==> config.mk <==
export PLATFORM = sky130hd
export DESIGN_NAME = s27_bist_ctrl_flat
export DESIGN_NICKNAME = d
export VERILOG_FILES = /design/src/rtl/s27_bist_ctrl_pkg.sv /design/src/rtl/s27_bist_ctrl_if.sv /design/src/rtl/s27_bist_ctrl_lfsr8.sv /design/src/rtl/s27_bist_ctrl.sv /design/src/flat_wrapper.sv
export SDC_FILE = /design/constraint.sdc
export NUM_CORES = 1
export LEC_CHECK = 0
export ABC_CLOCK_PERIOD_IN_PS = 3800
export CAP_MARGIN = 25
export CORE_MARGIN = 3
export CORE_UTILIZATION = 48
export CTS_BUF_LIST = sky130_fd_sc_hd__clkbuf_4
export CTS_CLUSTER_DIAMETER = 200
export DETAILED_ROUTE_END_ITERATION = 12
export PLACE_DENSITY_LB_ADDON = 0.08
export SLEW_MARGIN = 0
export SYNTH_ARGS = -nofsm -noshare
export SYNTH_HDL_FRONTEND = slang
export SYNTH_SLANG_ARGS = --single-unit
==> constraint.sdc <==
create_clock -name CK -period 3.8 [get_ports CK]
set_input_delay 0.76 -clock CK [delete_from_list [all_inputs] [get_ports CK]]
set_output_delay 0.76 -clock CK [all_outputs]
set_load 0.02 [all_outputs]
==> src/rtl/s27_bist_ctrl_pkg.sv <==
//==============================================================================
// bist_pkg: shared types, polynomial and LFSR step for the s27 BIST slice. Rev 1.0
//==============================================================================
`default_nettype none

package bist_pkg;

  localparam int                LFSR_W        = 8;
  localparam logic [LFSR_W-1:0] POLY_TAPS     = 8'hB8;
  localparam logic [LFSR_W-1:0] SEED_FALLBACK = 8'h01;

  typedef enum logic [2:0] {
    ST_IDLE    = 3'd0,
    ST_LOAD    = 3'd1,
    ST_CAPTURE = 3'd2,
    ST_SHIFT   = 3'd3,
    ST_UNLOAD  = 3'd4,
    ST_FINISH  = 3'd5
  } bist_state_t;

  // Fibonacci shift-left step; din is XORed into the new LSB (MISR use).
  function automatic logic [LFSR_W-1:0] lfsr_next(input logic [LFSR_W-1:0] q,
                                                   input logic              din);
    return {q[LFSR_W-2:0], ^(q & POLY_TAPS)} ^ {{(LFSR_W-1){1'b0}}, din};
  endfunction

endpackage

`default_nettype wire

==> src/rtl/s27_bist_ctrl_if.sv <==
//==============================================================================
// s27_bist_ctrl_if: scan/PI/result bundle between the BIST sequencer and core. Rev 1.0
//==============================================================================
`default_nettype none

interface s27_bist_ctrl_if;
  import bist_pkg::*;

  logic              START;
  logic              SE;
  logic              SI;
  logic              SO;
  logic [3:0]        PI;
  logic              PO;
  logic              BUSY;
  logic              DONE;
  logic              PASS;
  logic [LFSR_W-1:0] SIG;

  modport master (output START, SO, PO,
                  input  SE, SI, PI, BUSY, DONE, PASS, SIG);

  modport slave  (input  START, SO, PO,
                  output SE, SI, PI, BUSY, DONE, PASS, SIG);

endinterface

`default_nettype wire

==> src/rtl/s27_bist_ctrl_lfsr8.sv <==
//==============================================================================
// lfsr8: 8-bit Fibonacci LFSR/MISR with parallel load and serial XOR-in. Rev 1.0
//==============================================================================
`default_nettype none

module lfsr8
  import bist_pkg::*;
#(
  parameter logic [LFSR_W-1:0] RST_VAL = 8'h00
) (
  input  wire logic              clk,
  input  wire logic              rst,
  input  wire logic              en,
  input  wire logic              load,
  input  wire logic [LFSR_W-1:0] load_val,
  input  wire logic              din,
  output logic      [LFSR_W-1:0] q
);

  always_ff @(posedge clk) begin
    if (rst) begin
      q <= RST_VAL;
    end else if (load) begin
      q <= load_val;
    end else if (en) begin
      q <= lfsr_next(q, din);
    end
  end

endmodule

`default_nettype wire

==> src/rtl/s27_bist_ctrl.sv <==
//==============================================================================
// s27_bist_ctrl: scan BIST sequencer (LFSR load, capture, unload into MISR, signature check). Rev 1.0
//==============================================================================
`default_nettype none

module s27_bist_ctrl
  import bist_pkg::*;
#(
  parameter int                N_PATTERNS = 64,
  parameter int                CHAIN_LEN  = 3,
  parameter logic [LFSR_W-1:0] SEED       = 8'h01,
  parameter logic [LFSR_W-1:0] GOLDEN     = 8'h00
) (
  input  wire logic      CK,
  input  wire logic      RST,
  s27_bist_ctrl_if.slave bus
);

  localparam int                SC_W     = $clog2(CHAIN_LEN + 1);
  localparam int                PC_W     = $clog2(N_PATTERNS + 1);
  localparam logic [SC_W-1:0]   SC_LAST  = SC_W'(CHAIN_LEN - 1);
  localparam logic [PC_W-1:0]   PC_LAST  = PC_W'(N_PATTERNS - 1);
  localparam logic [LFSR_W-1:0] SEED_EFF = (SEED == '0) ? SEED_FALLBACK : SEED;

  bist_state_t       state;
  logic [SC_W-1:0]   shift_cnt;
  logic [PC_W-1:0]   pat_cnt;
  logic [LFSR_W-1:0] lfsr;
  logic [LFSR_W-1:0] misr;
  logic [LFSR_W-1:0] sig;
  logic              pass;
  logic              busy;
  logic              done;
  logic              session_go;
  logic              lfsr_en;
  logic              misr_en;
  logic              misr_din;

  assign session_go = (state == ST_IDLE) && bus.START;
  assign lfsr_en    = state inside {ST_LOAD, ST_SHIFT, ST_CAPTURE};
  // LOAD is excluded: the chain contents shifted out then are unknown.
  assign misr_en    = state inside {ST_CAPTURE, ST_SHIFT, ST_UNLOAD};
  assign misr_din   = (state == ST_CAPTURE) ? bus.PO : bus.SO;

  lfsr8 #(.RST_VAL(SEED_EFF)) u_lfsr (
    .clk      (CK),
    .rst      (RST),
    .en       (lfsr_en),
    .load     (session_go),
    .load_val (SEED_EFF),
    .din      (1'b0),
    .q        (lfsr)
  );

  lfsr8 #(.RST_VAL(8'h00)) u_misr (
    .clk      (CK),
    .rst      (RST),
    .en       (misr_en),
    .load     (session_go),
    .load_val (8'h00),
    .din      (misr_din),
    .q        (misr)
  );

  always_ff @(posedge CK) begin
    if (RST) begin
      state     <= ST_IDLE;
      shift_cnt <= '0;
      pat_cnt   <= '0;
      sig       <= '0;
      pass      <= 1'b0;
      busy      <= 1'b0;
      done      <= 1'b0;
    end else begin
      done <= 1'b0;
      case (state)
        ST_IDLE: begin
          if (bus.START) begin
            state     <= ST_LOAD;
            busy      <= 1'b1;
            shift_cnt <= '0;
            pat_cnt   <= '0;
            sig       <= '0;
            pass      <= 1'b0;
          end
        end
        ST_LOAD, ST_SHIFT: begin
          if (shift_cnt == SC_LAST) begin
            shift_cnt <= '0;
            state     <= ST_CAPTURE;
          end else begin
            shift_cnt <= shift_cnt + 1'b1;
          end
        end
        ST_CAPTURE: begin
          pat_cnt   <= pat_cnt + 1'b1;
          shift_cnt <= '0;
          state     <= (pat_cnt == PC_LAST) ? ST_UNLOAD : ST_SHIFT;
        end
        ST_UNLOAD: begin
          if (shift_cnt == SC_LAST) begin
            shift_cnt <= '0;
            state     <= ST_FINISH;
            done      <= 1'b1;
          end else begin
            shift_cnt <= shift_cnt + 1'b1;
          end
        end
        ST_FINISH: begin
          state <= ST_IDLE;
          busy  <= 1'b0;
          sig   <= misr;
          pass  <= (misr == GOLDEN);
        end
        default: begin
          state <= ST_IDLE;
          busy  <= 1'b0;
        end
      endcase
    end
  end

  // Same-cycle decode so the core samples these on the edge that advances us.
  assign bus.SE   = state inside {ST_LOAD, ST_SHIFT, ST_UNLOAD};
  assign bus.SI   = (state inside {ST_LOAD, ST_SHIFT}) ? lfsr[LFSR_W-1] : 1'b0;
  assign bus.PI   = (state == ST_CAPTURE) ? lfsr[3:0] : 4'h0;
  assign bus.BUSY = busy;
  assign bus.DONE = done;
  assign bus.PASS = pass;
  assign bus.SIG  = sig;

endmodule

`default_nettype wire

==> src/flat_wrapper.sv <==
// flat-port wrapper written by rule: the top's interface ports become plain ports
module s27_bist_ctrl_flat import bist_pkg::*;
#(
  parameter int                N_PATTERNS = 64,
  parameter int                CHAIN_LEN  = 3,
  parameter logic [LFSR_W-1:0] SEED       = 8'h01,
  parameter logic [LFSR_W-1:0] GOLDEN     = 8'h00
)
  (CK, RST, bus_START, bus_SO, bus_PO, bus_SE, bus_SI, bus_PI, bus_BUSY, bus_DONE, bus_PASS, bus_SIG);
  s27_bist_ctrl_if bus_i ();
  input  wire logic CK;
  input  wire logic RST;
  input wire logic [$bits(bus_i.START)-1:0] bus_START;
  input wire logic [$bits(bus_i.SO)-1:0] bus_SO;
  input wire logic [$bits(bus_i.PO)-1:0] bus_PO;
  output wire logic [$bits(bus_i.SE)-1:0] bus_SE;
  output wire logic [$bits(bus_i.SI)-1:0] bus_SI;
  output wire logic [$bits(bus_i.PI)-1:0] bus_PI;
  output wire logic [$bits(bus_i.BUSY)-1:0] bus_BUSY;
  output wire logic [$bits(bus_i.DONE)-1:0] bus_DONE;
  output wire logic [$bits(bus_i.PASS)-1:0] bus_PASS;
  output wire logic [$bits(bus_i.SIG)-1:0] bus_SIG;
  assign bus_i.START = bus_START;
  assign bus_i.SO = bus_SO;
  assign bus_i.PO = bus_PO;
  assign bus_SE = bus_i.SE;
  assign bus_SI = bus_i.SI;
  assign bus_PI = bus_i.PI;
  assign bus_BUSY = bus_i.BUSY;
  assign bus_DONE = bus_i.DONE;
  assign bus_PASS = bus_i.PASS;
  assign bus_SIG = bus_i.SIG;
  s27_bist_ctrl #(.N_PATTERNS(N_PATTERNS), .CHAIN_LEN(CHAIN_LEN), .SEED(SEED), .GOLDEN(GOLDEN)) u_core (.CK(CK), .RST(RST), .bus(bus_i));
endmodule
==> results by group, run 1 <==
Timing
  – Number of failing hold endpoints at the final stage: 0
  – RSZ-0062 raised after global routing: no
  – Maximum clock rate: roughly 340 MHz
  – Final min period: 2900 ps
  – Worst slew margin: 57.8%
  – Number of max-slew violations in the final report: 0
  – Post-route clock skew: between 15 and 20 ps
  – Worst hold margin: 470 ps
  – Worst slew pin tran: 632 ps
  – # setup viols final: 0
  – Total negative setup slack: 0 ps
  – Final cycle utilization of the critical path: between 70% and 80%

CTS
  – Clk buf depth: 2
  – Hold_buf cts: 0
  – Setup bufs post-CTS: 0
  – Clock transition at path regs: 100 ps
  – CTS tree: built
  – H-tree depth: 2
  – Root buf cell: clkbuf_4
  – Cts bufs inserted: 5
  – Clk_lat worst skew: ~340 ps
  – Clock Sinks: 39
  – Post-cts sizing count: 0

Flow run
  – Total of max-cap violations: 0

Logic synthesis
  – Cells after Synth: between 200 and 250
  – Synth Net Count: approximately 210
  – Most used DFF post-synth: dfxtp_1
  – Sequential area share after synthesis: about 44%
  – Post-synth EDFFs: 0
  – Seq cells post-synth: 39
  – Mapped Area: roughly 1800 um2
  – Ys Warns: 0
  – Unique masters post-synth: 48
  – Share of synthesized registers carrying an async set or reset: 0%
  – Synth Area per Inst: between 8 and 9 um2

Critical path
  – Worst r2r src: u_core.state[2]$_SDFFE_PP0P_
  – Worst reg2reg setup slack: 2020 ps
  – WP data arrival: 2140 ps
  – Critical path destination: bus_PI[0]
  – Cell chain of the critical path: nor3b_2, buf_4, and2_1, clkdlybuf4s50_1
  – Worst Path Required: roughly 3000 ps
  – Type of origin of the critical path: flop
  – Reg2Reg Depth: 4
  – CP endpoint kind: output pin
  – Critical path's slowest cell: dfxtp_1
  – Crit path from: u_core.state[1]$_SDFFE_PP0P_
  – Crit-path max FO: 17
  – FF-to-FF End: u_core.u_lfsr.q[0]$_SDFFE_PP1P_
  – Slowest stage delay, CP: 640 ps
  – Setup CP Type: flop to output pin

Floorplan
  – Core area: 3470 um2
  – Die Wd: 67.0 um
  – Ports: 22
  – Die ar.: around 4500 um2
  – Starting density of the core: roughly half
  – Die height: around 67 um
  – Rows: 21

Hold path
  – Worst hold path class: flop to flop

Power and ir drop
  – Internal power: about 520 uW
  – Sequential share of power: between 60 and 70%
  – Logic pwr share: around 8.3%
  – Clock power frac: between 30 and 40%
  – PwrDens: between 300 and 400 nW/um2
  – Net Sw Frac: 25.0%
  – Leak: around 0.74 nW
  – NetSw: about 170 uW
  – Maximum vdd drop: 0.000231 V

Drt
  – Total routed wirelength: between 3000 and 4000 um
  – Vias per inst: around 5.5
  – DR WL/cell: roughly 13 um
  – Vias: between 1,000 and 1,500
  – Post-route ant nets: 0
  – Initial DRC Count: 127
  – Pre-antenna DRT Iters: 4
  – # DRC: 0

GRT
  – Total GRT Usage: between 10% and 20%
  – Largest net degree at the start of global routing: 23
  – Antenna violations before repair: 0
  – Vias in the first global route: approximately 1,400
  – Grt total ovfl: 0
  – First-pass GRT wire length: about 6200 um

Cells and area
  – Most frequent cells in the layout: dfxtp_1, nor2_1, clkdlybuf4s50_1
  – Share of cells above drive strength 1: around 8.0%
  – Area delta synth->final: 15.2%
  – Number of nets in the layout: 230
  – N_diodes: 0
  – Fin cells: 270
  – Fin area: slightly above 2000 um2
  – Commonest non-fill, non-tap cell in the layout: dfxtp_1

Place
  – Placed inst area: between 2000 and 2500 um2
  – RD Place Congestion: between 0.8 and 0.9
  – Placed Instances: roughly 260
  – HPWL after DPL: ~2500 um
  – I/O Buffers: 21

Status
  – Outcome: finished clean
## kinds of logic after synthesis
family                   synth area share, %
flip-flops                              43.7
buffers and inverters                   4.90
multiplexers                            5.11
AO/OA/AOI/OAI                           19.0
adder cells (fa/ha/maj)                 1.40
AND/OR/NAND/NOR                         22.0
XOR/XNOR                                3.92
## worst min-delay path by stage
stage	startpoint	to	slack, ps	cells after the start
2_1_floorplan	u_core.u_lfsr.q[6]$_SDFFE_PP0P_	u_core.u_lfsr.q[7]$_SDFFE_PP0P_	430	2
3_3_place_gp	u_core.u_lfsr.q[6]$_SDFFE_PP0P_	u_core.u_lfsr.q[7]$_SDFFE_PP0P_	440	2
3_5_place_dp	u_core.u_lfsr.q[6]$_SDFFE_PP0P_	u_core.u_lfsr.q[7]$_SDFFE_PP0P_	450	2
4_1_cts	u_core.u_lfsr.q[6]$_SDFFE_PP0P_	u_core.u_lfsr.q[7]$_SDFFE_PP0P_	470	2
5_1_grt	u_core.u_lfsr.q[6]$_SDFFE_PP0P_	u_core.u_lfsr.q[7]$_SDFFE_PP0P_	490	2
6_report	u_core.u_lfsr.q[6]$_SDFFE_PP0P_	u_core.u_lfsr.q[7]$_SDFFE_PP0P_	470	2
## per-layer routing
metal  up-vias  global-route usage [%]  wire, um
met5         -                       0         0
met4         0                    6.84        39
met3         4                    4.55       119
met2        18                    30.4      1640
met1       705                    21.3      1660
li1        756                       -         -
## cell type report
class | count | area [um2]
fill | 335 | 1410
clock buffer | 7 | 52.6
inverter | 5 | 18.8
timing repair buffer | 23 | 225
sequential | 39 | 781
multi-input combinational | 149 | 920
clock inverter | 1 | 5.00
tap | 46 | 57.6
## stage by stage
step	total power [mW]	utilization, %	setup WS (ps)
2_1_floorplan	0.474	-	1950
3_3_place_gp	0.489	57.7	1310
3_5_place_dp	0.491	57.7	1270
4_1_cts	0.707	59.4	891
5_1_grt	0.733	59.4	718
6_report	0.697	59.4	899
## cells in the mapped netlist, drive strengths merged (2+ instances only)
library cell | n | area (um2)
nand2b | 2 | 12.5
xnor2 | 6 | 52.6
a22oi | 10 | 75.1
clkbuf | 4 | 15.0
a311oi | 3 | 32.5
nand3 | 2 | 10.0
nor2b | 4 | 25.0
ha | 2 | 25.0
inv | 5 | 18.8
mux2i | 8 | 80.1
nor3 | 5 | 30.0
nor3b | 2 | 20.0
a21oi | 14 | 81.3
buf | 7 | 53.8
and2 | 6 | 37.5
xor2 | 2 | 17.5
nand2 | 20 | 75.1
dfxtp | 39 | 781
or3b | 2 | 20.0
a211oi | 4 | 30.0
nor2 | 30 | 115
or3 | 2 | 12.5
o21ai | 10 | 50.0
## critical path, delay by kind of cell, from the launching register on
kind / cells / cell delay (ps)
buffers and inverters: 2 / 790
flip-flops: 1 / 640
AND/OR/NAND/NOR: 2 / 380
## power by group through the flow
stage | Sequential [mW] | Clock [mW] | Combinational [mW]
floorplan | 0.429 | 0 | 0.0455
global placement | 0.432 | 0 | 0.0567
detailed placement | 0.433 | 0 | 0.0578
CTS | 0.424 | 0.225 | 0.0580
global route | 0.425 | 0.244 | 0.0641
finish | 0.423 | 0.216 | 0.0577
## sequential cells by signal, indices dropped and copies added, names as in the netlist
name and flops:
u_core.bus.DONE 1, u_core.u_lfsr.q 8, u_core.bus.SIG 8, u_core.bus.PASS 1, u_core.state 3, u_core.u_misr.q 8, u_core.pat_cnt 7, u_core.bus.BUSY 1
u_core.shift_cnt 2
Power figures use the tool's default switching activity.
==> inputs of run 2 (changes only) <==
--- a/config.mk
+++ b/config.mk
@@ -5,7 +5,7 @@
 export SDC_FILE = /design/constraint.sdc
 export NUM_CORES = 1
 export LEC_CHECK = 0
-export ABC_CLOCK_PERIOD_IN_PS = 3800
+export ABC_CLOCK_PERIOD_IN_PS = 2600
 export CAP_MARGIN = 25
 export CORE_MARGIN = 3
 export CORE_UTILIZATION = 48
==> constraint.sdc (replaced) <==
create_clock -name CK -period 2.6 [get_ports CK]
set_input_delay 0.52 -clock CK [delete_from_list [all_inputs] [get_ports CK]]
set_output_delay 0.52 -clock CK [all_outputs]
set_load 0.02 [all_outputs]
==> run 2 against run 1 <==
Effect of this change:
- clock-buffer cell count shrank 2
- via count fell by 0.40%
- first-iteration DRC count rose by 1.6%
- critical endpoint is now bus_SE
==> results by group, run 2 (synthesis gave the netlist of run 1 again) <==
Timing
  – # setup viols final: 0 (unchanged)
  – Maximum clock rate: 415 MHz
  – Number of max-slew violations in the final report: 0 (unchanged)
  – Worst slew pin tran: 586 ps (-46.8 ps)
  – Total negative setup slack: 0 ps (unchanged)
  – Worst slew margin: 60.7% (+2.9 points)
  – Worst hold margin: 470 ps (-0.0480 ps)
  – RSZ-0062 raised after global routing: no
  – Number of failing hold endpoints at the final stage: 0 (unchanged)
  – Post-route clock skew: 11.5 ps (-4.73 ps)
  – Final min period: roughly 2400 ps
  – Final cycle utilization of the critical path: roughly 90%

CTS
  – Cts bufs inserted: 5 (unchanged)
  – Setup bufs post-CTS: 0 (unchanged)
  – Post-cts sizing count: 1 (+1)
  – Clock Sinks: 39 (unchanged)
  – CTS tree: built
  – Root buf cell: clkbuf_4
  – Clk_lat worst skew: 360 ps (+20 ps)
  – Clk buf depth: 2 (unchanged)
  – Clock transition at path regs: 120 ps (+20 ps)
  – H-tree depth: 2 (unchanged)
  – Hold_buf cts: 0 (unchanged)

Drt
  – Vias: 1,477 (-0.40%)
  – Vias per inst: 5.45 (-0.77%)
  – Initial DRC Count: 129 (+1.6%)
  – Pre-antenna DRT Iters: 5 (+1)
  – Post-route ant nets: 0 (unchanged)
  – DR WL/cell: 13.4 um (+4.8%)
  – # DRC: 0 (unchanged)
  – Total routed wirelength: 3630 um (+5.2%)

Critical path
  – Reg2Reg Depth: 4 (unchanged)
  – Worst reg2reg setup slack: 970 ps (-1050 ps)
  – Type of origin of the critical path: flop
  – WP data arrival: 1890 ps (-250 ps)
  – Critical path destination: bus_SE
  – FF-to-FF End: u_core.u_misr.q[1]$_SDFFE_PP0P_
  – Crit-path max FO: 20 (+3)
  – Worst Path Required: 2080 ps (-960 ps)
  – Crit path from: u_core.state[2]$_SDFFE_PP0P_
  – Worst r2r src: u_core.state[1]$_SDFFE_PP0P_
  – Setup CP Type: flop to output pin
  – CP endpoint kind: output pin

Cells and area
  – Fin cells: 271 (+0.37%)
  – Commonest non-fill, non-tap cell in the layout: dfxtp_1
  – Filler instances: 310 (-7.5%)
  – Number of nets in the layout: 231 (+0.43%)
  – N_diodes: 0 (unchanged)
  – Fin area: 2120 um2 (+3.1%)
  – Area delta synth->final: 18.8%
  – Most frequent cells in the layout: dfxtp_1, nor2_1, clkdlybuf4s50_1
  – Share of cells above drive strength 1: 9.33% (+1.3 points)

Floorplan
  – Ports: 22 (unchanged)
  – Rows: 21 (unchanged)
  – Die ar.: 4490 um2 (unchanged)
  – Core area: 3470 um2 (unchanged)
  – Die height: 67.0 um (unchanged)
  – Starting density of the core: 51.6% (unchanged)
  – Die Wd: 67.0 um (unchanged)

Flow run
  – Total of max-cap violations: 0 (unchanged)

Power and ir drop
  – Internal power: 938 uW (+79%)
  – Total power: 1.21 mW (+74%)
  – Leak: 0.764 nW (+2.6%)
  – Net Sw Frac: 22.7% (-2.3 points)
  – Logic pwr share: 7.0% (-1.3 points)
  – Clock power frac: 41.9% (+11 points)
  – Maximum vdd drop: 0.000382 V (+65%)
  – PwrDens: 572 nW/um2 (+69%)
  – NetSw: 276 uW (+58%)
  – Sequential share of power: 51.0% (-9.7 points)

Hold path
  – Worst hold path class: flop to flop

GRT
  – Largest net degree at the start of global routing: 22 (-4.3%)
  – Vias in the first global route: 1,456 (+2.0%)
  – Grt total ovfl: 0 (unchanged)
  – First-pass GRT wire length: 6330 um (+2.5%)
  – Antenna violations before repair: 0 (unchanged)
  – Total GRT Usage: 18.6% (+0.73 points)

Place
  – Placed inst area: 2010 um2 (+0.38%)
  – HPWL after DPL: 2560 um (+4.1%)
  – I/O Buffers: 21 (unchanged)
  – Placed Instances: 263 (+0.38%)
  – RD Place Congestion: 0.791 (-4.6%)

Status
  – Outcome: finished clean
run 2: worst min path at each step:
stage / cells after the start / to / start / slack, ps
6_report: 2 / u_core.u_lfsr.q[6]$_SDFFE_PP0P_ / u_core.u_lfsr.q[6]$_SDFFE_PP0P_ / 470
3_3_place_gp: 2 / u_core.u_lfsr.q[7]$_SDFFE_PP0P_ / u_core.u_lfsr.q[6]$_SDFFE_PP0P_ / 440
2_1_floorplan: 2 / u_core.u_lfsr.q[7]$_SDFFE_PP0P_ / u_core.u_lfsr.q[6]$_SDFFE_PP0P_ / 430
5_1_grt: 2 / u_core.u_lfsr.q[6]$_SDFFE_PP0P_ / u_core.u_lfsr.q[6]$_SDFFE_PP0P_ / 490
4_1_cts: 2 / u_core.u_lfsr.q[7]$_SDFFE_PP0P_ / u_core.u_lfsr.q[6]$_SDFFE_PP0P_ / 460
3_5_place_dp: 2 / u_core.u_lfsr.q[7]$_SDFFE_PP0P_ / u_core.u_lfsr.q[6]$_SDFFE_PP0P_ / 450
run 2: per-stage QoR:
stage                     setup slack [ps]  util, %
after floorplan                        991        -
after global placement                 454     57.9
after detailed placement               378     57.9
after CTS                             96.4     61.0
after global routing                  29.6     61.2
final                                  188     61.2
run 2: final cells by class:
cell class	instances	area (um2)	area share, %
clock buffer	5	37.5	1.77
clock inverter	3	67.6	3.18
inverter	5	18.8	0.884
multi-input combinational	149	926	43.6
sequential	39	783	36.9
tap	46	57.6	2.71
timing repair buffer	24	233	11.0
run 2: power by group through the flow:
stage	clock (mW)	combinational [mW]	sequential, mW
after floorplan	0	0.0665	0.626
after global placement	0	0.0829	0.631
after detailed placement	0	0.0846	0.632
after CTS	0.518	0.0852	0.618
after global routing	0.550	0.0943	0.622
final	0.509	0.0854	0.619
run 2: routing by layer:
| layer | global-route usage, % | vias to the layer above | wire (um) |
|---|---|---|---|
| met5 | 0 | - | 0 |
| met1 | 21.5 | 685 | 1690 |
| met4 | 6.08 | 0 | 48 |
| met2 | 32.0 | 28 | 1760 |
| met3 | 6.07 | 6 | 137 |
| li1 | - | 758 | - |
run 2: critical path, stage by stage (launching register included):
cell,delay (ps)
dfxtp_2,580
nand2b_1,150
o21ai_0,180
clkdlybuf4s50_1,620
